File: config.mk
export PLATFORM = sky130hd
export DESIGN_NAME = resta_serial
export DESIGN_NICKNAME = d
export VERILOG_FILES = /design/src/rtl/resta_pkg.sv /design/src/rtl/resta.sv /design/src/rtl/resta_serial.sv
export SDC_FILE = /design/constraint.sdc
export NUM_CORES = 1
export LEC_CHECK = 0
export CAP_MARGIN = 5
export CORE_MARGIN = 2
export CORE_UTILIZATION = 54
export DETAILED_ROUTE_END_ITERATION = 6
export GPL_TIMING_DRIVEN = 0
export MAX_ROUTING_LAYER = met4
export PLACE_DENSITY = 0.78
export SLEW_MARGIN = 20
export SYNTH_ARGS = -nofsm -noshare
export SYNTH_HDL_FRONTEND = slang
export SYNTH_HIERARCHICAL = 1
export SYNTH_SLANG_ARGS = --single-unit
export TNS_END_PERCENT = 20
File: constraint.sdc
create_clock -name clk -period 3.4 [get_ports clk]
set_input_delay 0.68 -clock clk [delete_from_list [all_inputs] [get_ports clk]]
set_output_delay 0.68 -clock clk [all_outputs]
set_load 0.1 [all_outputs]
File: src/rtl/resta_pkg.sv
// Shared definitions for the bit-serial subtractor: FSM state encodings,
// default operand width and the bit-counter width helper.
package resta_pkg;

  localparam int RESTA_WIDTH_DEFAULT = 8;

  localparam logic [1:0] IDLE = 2'd0;
  localparam logic [1:0] RUN  = 2'd1;
  localparam logic [1:0] DONE = 2'd2;

  // Counter must hold the value WIDTH so it never wraps before RUN ends.
  function automatic int resta_cnt_width(input int width);
    return (width < 2) ? 1 : $clog2(width + 1);
  endfunction

endpackage

File: src/rtl/resta.sv
// One-bit full subtractor stage: R = A - B - Bin, Bout = borrow out.
module resta (
  input  logic A,
  input  logic B,
  input  logic Bin,
  output logic R,
  output logic Bout
);

  assign R    = A ^ B ^ Bin;
  assign Bout = (~A & B) | (~(A ^ B) & Bin);

endmodule

File: src/rtl/resta_serial.sv
// Bit-serial subtractor r = a - b, LSB first, one bit per clock through a
// single full-subtractor stage. Control: IDLE -> RUN (WIDTH cycles) -> DONE.
// Optional build macro RESTA_SERIAL_SAT_EN: clamp r to 0 when the final
// borrow is set (borrow still reports 1). Without it r is the wrapped
// difference and no clamp logic exists.
module resta_serial
  import resta_pkg::*;
#(
  parameter int WIDTH = RESTA_WIDTH_DEFAULT
) (
  input  logic             clk,
  input  logic             rst_n,
  input  logic             start,
  input  logic [WIDTH-1:0] a,
  input  logic [WIDTH-1:0] b,
  output logic             busy,
  output logic             done,
  output logic [WIDTH-1:0] r,
  output logic             borrow
);

  localparam int CW = resta_cnt_width(WIDTH);

  logic [1:0]       state_reg, state_next;
  logic [WIDTH-1:0] a_sh_reg, b_sh_reg, res_sh_reg;
  logic [WIDTH-1:0] r_reg;
  logic             borrow_reg;
  logic             bin_reg;
  logic [CW-1:0]    cnt_reg;

  logic             stage_r, stage_bout;
  logic [WIDTH-1:0] res_shifted;
  logic [WIDTH-1:0] r_final;
  logic             last_bit;
  logic             accept;

  // The single shared stage, fed from the operand shift-register LSBs.
  resta u_stage (
    .A    (a_sh_reg[0]),
    .B    (b_sh_reg[0]),
    .Bin  (bin_reg),
    .R    (stage_r),
    .Bout (stage_bout)
  );

  assign last_bit = (cnt_reg == CW'(WIDTH - 1));
  assign accept   = start && ((state_reg == IDLE) || (state_reg == DONE));
  assign busy     = (state_reg == RUN);
  assign done     = (state_reg == DONE);
  assign r        = r_reg;
  assign borrow   = borrow_reg;

  // Result shift: the new difference bit enters at the MSB.
  always_comb begin
    res_shifted            = res_sh_reg >> 1;
    res_shifted[WIDTH-1]   = stage_r;
`ifdef RESTA_SERIAL_SAT_EN
    r_final = stage_bout ? '0 : res_shifted;
`else
    r_final = res_shifted;
`endif
  end

  // Next-state logic; DONE may chain straight into RUN on a new start.
  always_comb begin
    state_next = state_reg;
    case (state_reg)
      IDLE:    if (start) state_next = RUN;
      RUN:     if (last_bit) state_next = DONE;
      DONE:    state_next = start ? RUN : IDLE;
      default: state_next = IDLE;
    endcase
  end

  // State register.
  always_ff @(posedge clk or negedge rst_n) begin
    if (!rst_n) state_reg <= IDLE;
    else        state_reg <= state_next;
  end

  // Datapath: capture on accept, shift one bit per RUN cycle, publish on the last bit.
  always_ff @(posedge clk or negedge rst_n) begin
    if (!rst_n) begin
      a_sh_reg   <= '0;
      b_sh_reg   <= '0;
      res_sh_reg <= '0;
      bin_reg    <= 1'b0;
      cnt_reg    <= '0;
      r_reg      <= '0;
      borrow_reg <= 1'b0;
    end else if (accept) begin
      a_sh_reg   <= a;
      b_sh_reg   <= b;
      res_sh_reg <= '0;
      bin_reg    <= 1'b0;
      cnt_reg    <= '0;
    end else if (state_reg == RUN) begin
      a_sh_reg   <= a_sh_reg >> 1;
      b_sh_reg   <= b_sh_reg >> 1;
      res_sh_reg <= res_shifted;
      bin_reg    <= stage_bout;
      cnt_reg    <= cnt_reg + 1'b1;
      if (last_bit) begin
        r_reg      <= r_final;
        borrow_reg <= stage_bout;
      end
    end
  end

endmodule

==> results of run 1 <==
## Yosys cell counts, types with 2 or more instances
| master | n |
|---|---|
| o21ai_0 | 2 |
| nor2_1 | 8 |
| nand2_1 | 23 |
| nand3_1 | 8 |
| dfrtp_1 | 39 |
| buf_2 | 3 |
| a22oi_1 | 7 |
| mux2i_1 | 2 |
| inv_1 | 3 |
| a22o_1 | 11 |
| nand2b_1 | 2 |
| mux2_2 | 10 |
| a31oi_1 | 6 |
| clkbuf_1 | 4 |
## placed cells by master, fill, tap and decap left out, drive strengths merged, types with 2 or more instances in the layout
cell | netlist | routed
clkbuf | 4 | 10
nand2b | 2 | 2
mux2 | 10 | 10
clkdlybuf4s50 | 0 | 27
a31oi | 6 | 6
nand2 | 23 | 23
bufinv | 0 | 2
a22oi | 7 | 7
nor3 | 2 | 2
o21ai | 2 | 2
buf | 4 | 6
dfrtp | 39 | 39
nand3 | 8 | 8
inv | 4 | 4
mux2i | 2 | 2
a22o | 11 | 11
nor2 | 8 | 8
## critical path: stages, from the launching register on
cell and delay [ps]:
dfrtp_1 390, nand2b_1 150, buf_6 150, inv_2 150, buf_2 250, dlymetal6s2s_1 770
## area by class of cell
cell class | instances | area, sq um
Buffer | 8 | 41.29
Multi-Input combinational cell | 87 | 578.1
Timing Repair Buffer | 30 | 315.3
Fill cell | 219 | 739.5
Tap cell | 31 | 38.79
Inverter | 4 | 15.01
Clock buffer | 6 | 41.29
Clock inverter | 2 | 60.06
Sequential cell | 39 | 975.9
## per-layer routing
layer  global-route usage [%]  vias up  wire length (microns)
met5                        -        -                      0
met4                    10.71        0                    118
met3                    7.692       16                    186
met2                    33.87       38                   1580
met1                    33.04      595                   1564
li1                         -      560                      -
## timing repair
item                       in CTS  in global routing
hold buffers                    0                  0
resized for setup               0                  1
setup endpoints to repair       0                  1
## worst max path at each step
stage / depth (start not counted) / end
floorplan: 1 / done
global placement: 5 / busy
detailed placement: 5 / busy
CTS: 5 / busy
global route: 5 / busy
finish: 5 / busy
## stage by stage
| step | std cells | hold slack (ps) |
|---|---|---|
| floorplan | 138 | 384.4 |
| global placement | 198 | 481.1 |
| detailed placement | 199 | 486.3 |
| CTS | 207 | 275.0 |
| global route | 207 | 277.2 |
| finish | 207 | 277.9 |
## cells by family after synthesis
family,after synthesis
multiplexers,12
AND/OR/NAND/NOR,46
buffers and inverters,12
adder cells (fa/ha/maj),2
flip-flops,39
AO/OA/AOI/OAI,27
==> summary.md, run 1 <==
| Metric | Value |
|---|---|
| Status | complete, but fails checks |
| Failing checks | DRC |
| Routed len/inst | about 17 microns |
| GR Overflow Total | 0 |
| IO Port Bufs | 29 |
| Die Ht | roughly 59 microns |
| R2R cell count | 4 |
| Largest area contributor in the netlist | dfrtp_1 |
| Worst path arrival time | approximately 2200 ps |
| Root Driver | clkbuf_4 |
| Worst-margin pin slew | approximately 980 ps |
| Synth cell types | 24 |
| Internal reg-to-reg setup slack | between 1500 and 2000 ps |
| Crit Path Class | reg -> out |
| Yosys Warn Count | 6 |
| Initial Utilization | 57.40% |
| N_diodes | 0 |
| Compound-Gate Fraction of Synth Area | about an eighth |
| CP Launch Point | state_reg[1] |
| DP Wirelength | ~2.4 mm |
| RSZ-0062 raised after global routing | false |
| Layout cell share with drive strength beyond 1 | 14.20% |
| Syn nets | 159 |
| Via-to-Cell Ratio | 5.841 |
| Mapped Area | roughly 0.0016 sq mm |
| DP Area | roughly 0.0020 sq mm |
| Max Slew Vio Count | 0 |
| DR vias | about 1,200 |
| Final wirelength | ~3.4 mm |
| Post-synthesis xor/xnor area fraction | 0% |
| Clock transition at path regs | approximately 120 ps |
| Fmax | roughly 0.34 GHz |
| Nets | 196 |
| Top FF cell, synth | dfrtp_1 |
| Clk_lat worst skew | approximately 350 ps |
| R2r endpoint | r[6] |
| Number of synthesized flops with an enable pin | 0 |
| Multiplexer share of the synthesized area | a little over 8% |
| CTS tree | built |
| I/O pins | 30 |
| Hold Crit Class | in -> async |
| Crit Path Max Fanout | 10 |
| Worst setup margin | around 500 ps |
| Setup TNS | 0 ps |
| Post-Layout Inst Area | between 0.002 and 0.0025 sq mm |
| Setup crit end kind | output pin |
| Post-Synth Simple-Gate Area | between 10% and 20% |
| Largest net degree at the start of global routing | 22 |
| Setup crit start kind | register |
| Util after Layout | between 70% and 80% |
| ANT nets after route | 0 |
| CTS H-tree depth | 2 |
| All-Layer GR Usage | 24.36% |
| WP data required | roughly 2700 ps |
| Core region area | about 0.0028 sq mm |
| Antenna violations before repair | 0 |
| Row count | 19 |
| Post-CTS Setup Inserts | 0 |
| Pre-Repair DR Iteration Count | 6 |
| Vias in the first global route | approximately 1,300 |
| Synth Area per Inst | roughly 12 sq um |
| Area Growth Syn to Fin | 28.28% |
| Final setup violation count | 0 |
| DRC Markers | 1 |
| Largest family of logic cells by synthesized area | simple AND/OR/NAND/NOR gates |
| Final hold violations | 0 |
| Die X | 58.61 microns |
| Max-cap violations | 0 |
| Routability cong. | roughly 0.74 |
| First-pass GRT wire length | between 5 and 6 mm |
| Yosys reg bits | 39 |
| Pre-CTS WS | 491.4 ps |
| Max Root-Sink Buffers | 2 |
| Final worst path period share | between 80% and 90% |
| CTS Buf Count | 5 |
| Register area share after synthesis | about three fifths |
| Post-Synth Adder-Cell Area | 2.020% |
| Synth top area cells | dfrtp_1, mux2_2, a22o_1, nand2_1, a22oi_1 |
| Sink Count | 39 |
| Skew final | around 8 ps |
| Final min period | between 2000 and 3000 ps |
| Die area | 0.003435 sq mm |
| Initial drt markers | 55 |
| Synth async-reset ratio | 100.0% |
| Post-Syn Instances | 138 |
| Rel. slew slack | between 30 and 40% |
| Worst r2r src | state_reg[1] |
| Synth top area share | 60.61% |
Power of run 1 is left out: the tool's default activity adds up to more than one toggle a clock period on the data nets, which glitch-free logic cannot reach.
==> run 2: changes to the inputs <==
--- a/config.mk
+++ b/config.mk
@@ -7,11 +7,11 @@
 export LEC_CHECK = 0
 export CAP_MARGIN = 5
 export CORE_MARGIN = 2
-export CORE_UTILIZATION = 54
+export CORE_UTILIZATION = 37
 export DETAILED_ROUTE_END_ITERATION = 6
 export GPL_TIMING_DRIVEN = 0
 export MAX_ROUTING_LAYER = met4
-export PLACE_DENSITY = 0.78
+export PLACE_DENSITY = 0.56
 export SLEW_MARGIN = 20
 export SYNTH_ARGS = -nofsm -noshare
 export SYNTH_HDL_FRONTEND = slang
==> run 2 against run 1 <==
Compared with the run above:
- clock skew down 2.8 ps
- hold slack worse by 25 ps
- via count down 3.2%
- sequential share of layout area up 0.14 points
- global-route usage down 7.9 points
- register-to-register slack better by 20 ps
- flip-flop and latch count unchanged
- non-clock buffer count unchanged
- wire length down 1.3%
- largest cell class unchanged
- cell count up 9.2%
- highest routed layer unchanged
- the flow now finishes without violations
==> summary.md, run 2 (synthesized netlist as in run 1, its figures left out) <==
| Metric | Value |
|---|---|
| First-pass GRT wire length | about 6.1 mm |
| Internal reg-to-reg setup slack | approximately 1800 ps |
| Crit Path Max Fanout | 10 |
| Crit Path Class | reg -> out |
| WP data required | about 2700 ps |
| Max-cap violations | 0 |
| CTS H-tree depth | 2 |
| Max Slew Vio Count | 0 |
| Met2 wire len | 1.668 mm |
| Clock transition at path regs | approximately 70 ps |
| Vias in the first global route | 1,289 |
| P_int | 1.226 mW |
| Via-to-Cell Ratio | roughly 5.2 |
| R2r endpoint | r[3] |
| Setup crit start kind | register |
| Leading cell type in the layout, fill and taps excluded | dfrtp_1 |
| Status | complete, no violations |
| Final min period | 3238 ps |
| Clk_lat worst skew | 290 ps |
| Hold Crit Class | in -> async |
| Final setup violation count | 0 |
| Rel. slew slack | 35.09% |
| Clock power share | ~13% |
| Post-CTS Setup Inserts | 0 |
| Cts hold-fix bufs | 0 |
| WL met3 | between 100 and 150 microns |
| DRC Markers | 0 |
| Share of power burned in registers | about a third |
| Setup crit end kind | output pin |
| DP Wirelength | roughly 2.4 mm |
| Reg area | about 980 sq um |
| Final worst path period share | a little over nine tenths |
| Max Root-Sink Buffers | 2 |
| IO Port Bufs | 29 |
| RSZ-0062 raised after global routing | false |
| Row count | 23 |
| Tot Pwr | 2.310 mW |
| Skew final | 5.457 ps |
| Met1 WL | 1.539 mm |
| Area Growth Syn to Fin | 27.89% |
| Sink Count | 39 |
| Antenna violations before repair | 0 |
| Die X | roughly 70 microns |
| ANT nets after route | 0 |
| CTS resizes | 0 |
| Initial drt markers | 41 |
| Fmax | just over 0.3 GHz |
| Pwr Density | 1121 mW/mm^2 |
| Setup TNS | 0 ps |
| Root Driver | clkbuf_8 |
| P_sw | 1.083 mW |
| All-Layer GR Usage | 16.45% |
| I/O pins | 30 |
| R2R cell count | 4 |
| Top Layer Used | met4 |
| Final wirelength | between 3 and 4 mm |
| Worst r2r src | state_reg[1] |
| N_diodes | 0 |
| Pre-Repair DR Iteration Count | 4 |
| Die Ht | around 70 microns |
| Worst path arrival time | 2560 ps |
| CTS tree | built |
| Multi-input gate area | 578.1 sq um |
| Routability cong. | approximately 0.80 |
| Die area | roughly 0.0049 sq mm |
| Worst VDD drop | between 0.6 and 0.7 mV |
| Final hold violations | 0 |
| DR vias | between 1,000 and 1,500 |
| Core region area | 0.004086 sq mm |
| Layout cell share with drive strength beyond 1 | ~14% |
| Leak | a little over 0.9 nW |
| Most frequent cells in the layout | dfrtp_1, clkdlybuf4s50_1, nand2_1 |
| Nets | a little under 200 |
| Initial Utilization | 39.41% |
| Largest net degree at the start of global routing | 31 |
| Routed len/inst | between 15 and 20 microns |
| Sw Ratio | between 40% and 50% |
| Worst-margin pin slew | between 900 and 1000 ps |
| Layout fillers | about 380 |
| GR Overflow Total | 0 |
| Combinational power share | a little over half |
| CTS Buf Count | 5 |
[run 2: changes by cell type in the layout (fill, tap and decap cells not counted)]
cell	change
buf_12	+1
buf_16	-1
bufinv_16	-2
clkbuf_1	+1
clkbuf_4	-5
clkbuf_8	+5
clkdlybuf4s50_1	+1
clkinv_2	+1
dlymetal6s2s_1	-1
[run 2: worst max-delay path by stage]
stage | from | to | slack (ps) | cells after the start
3_5_place_dp | state_reg[1] | busy | 460 | 5
2_1_floorplan | state_reg[0] | done | 1000 | 1
3_3_place_gp | state_reg[1] | busy | 480 | 5
6_report | state_reg[1] | busy | 160 | 5
4_1_cts | state_reg[1] | busy | 130 | 5
5_1_grt | state_reg[1] | busy | 30 | 5
[run 2: per-layer routing]
metal | vias up | track usage, %
met3 | 5 | 3.896
met2 | 24 | 24.23
met1 | 584 | 22.13
met4 | 0 | 6.197
met5 | - | -
li1 | 557 | -
[run 2: metrics by stage]
step	hold WS [ps]	instance area, sq um	setup slack [ps]	utilization, %	std cells
3_5_place_dp	484.8	1978	455.0	48.41	218
4_1_cts	250.5	2059	134.9	50.40	226
3_3_place_gp	480.0	1963	476.8	48.04	217
2_1_floorplan	384.4	1610	998.3	-	138
6_report	253.2	2059	162.0	50.40	226
5_1_grt	253.8	2059	27.30	50.40	226
[run 2: critical path, cell delays in order (launching register included)]
cell,delay (ps)
dfrtp_1,370
nand2b_1,160
buf_6,160
inv_2,140
buf_2,260
clkdlybuf4s50_1,1170
[run 2: final cells by class]
| type | instances | area share [%] |
|---|---|---|
| Sequential cell | 39 | 47.39 |
| Multi-Input combinational cell | 87 | 28.07 |
| Timing Repair Buffer | 30 | 14.82 |
| Clock buffer | 7 | 3.706 |
| Tap cell | 50 | 3.038 |
| Buffer | 8 | 2.005 |
| Inverter | 4 | 0.7290 |
| Clock inverter | 1 | 0.2430 |
[run 2: power groups by stage]
stage | Sequential (mW) | Combinational [mW] | Clock, mW
after floorplan | 1.17 | 0.554 | 0
after global placement | 0.810 | 1.20 | 0
after detailed placement | 0.819 | 1.21 | 0
after CTS | 0.814 | 1.22 | 0.303
after global routing | 0.847 | 1.32 | 0.322
final | 0.813 | 1.20 | 0.292
No activity file was read; power rests on OpenSTA's default activity.
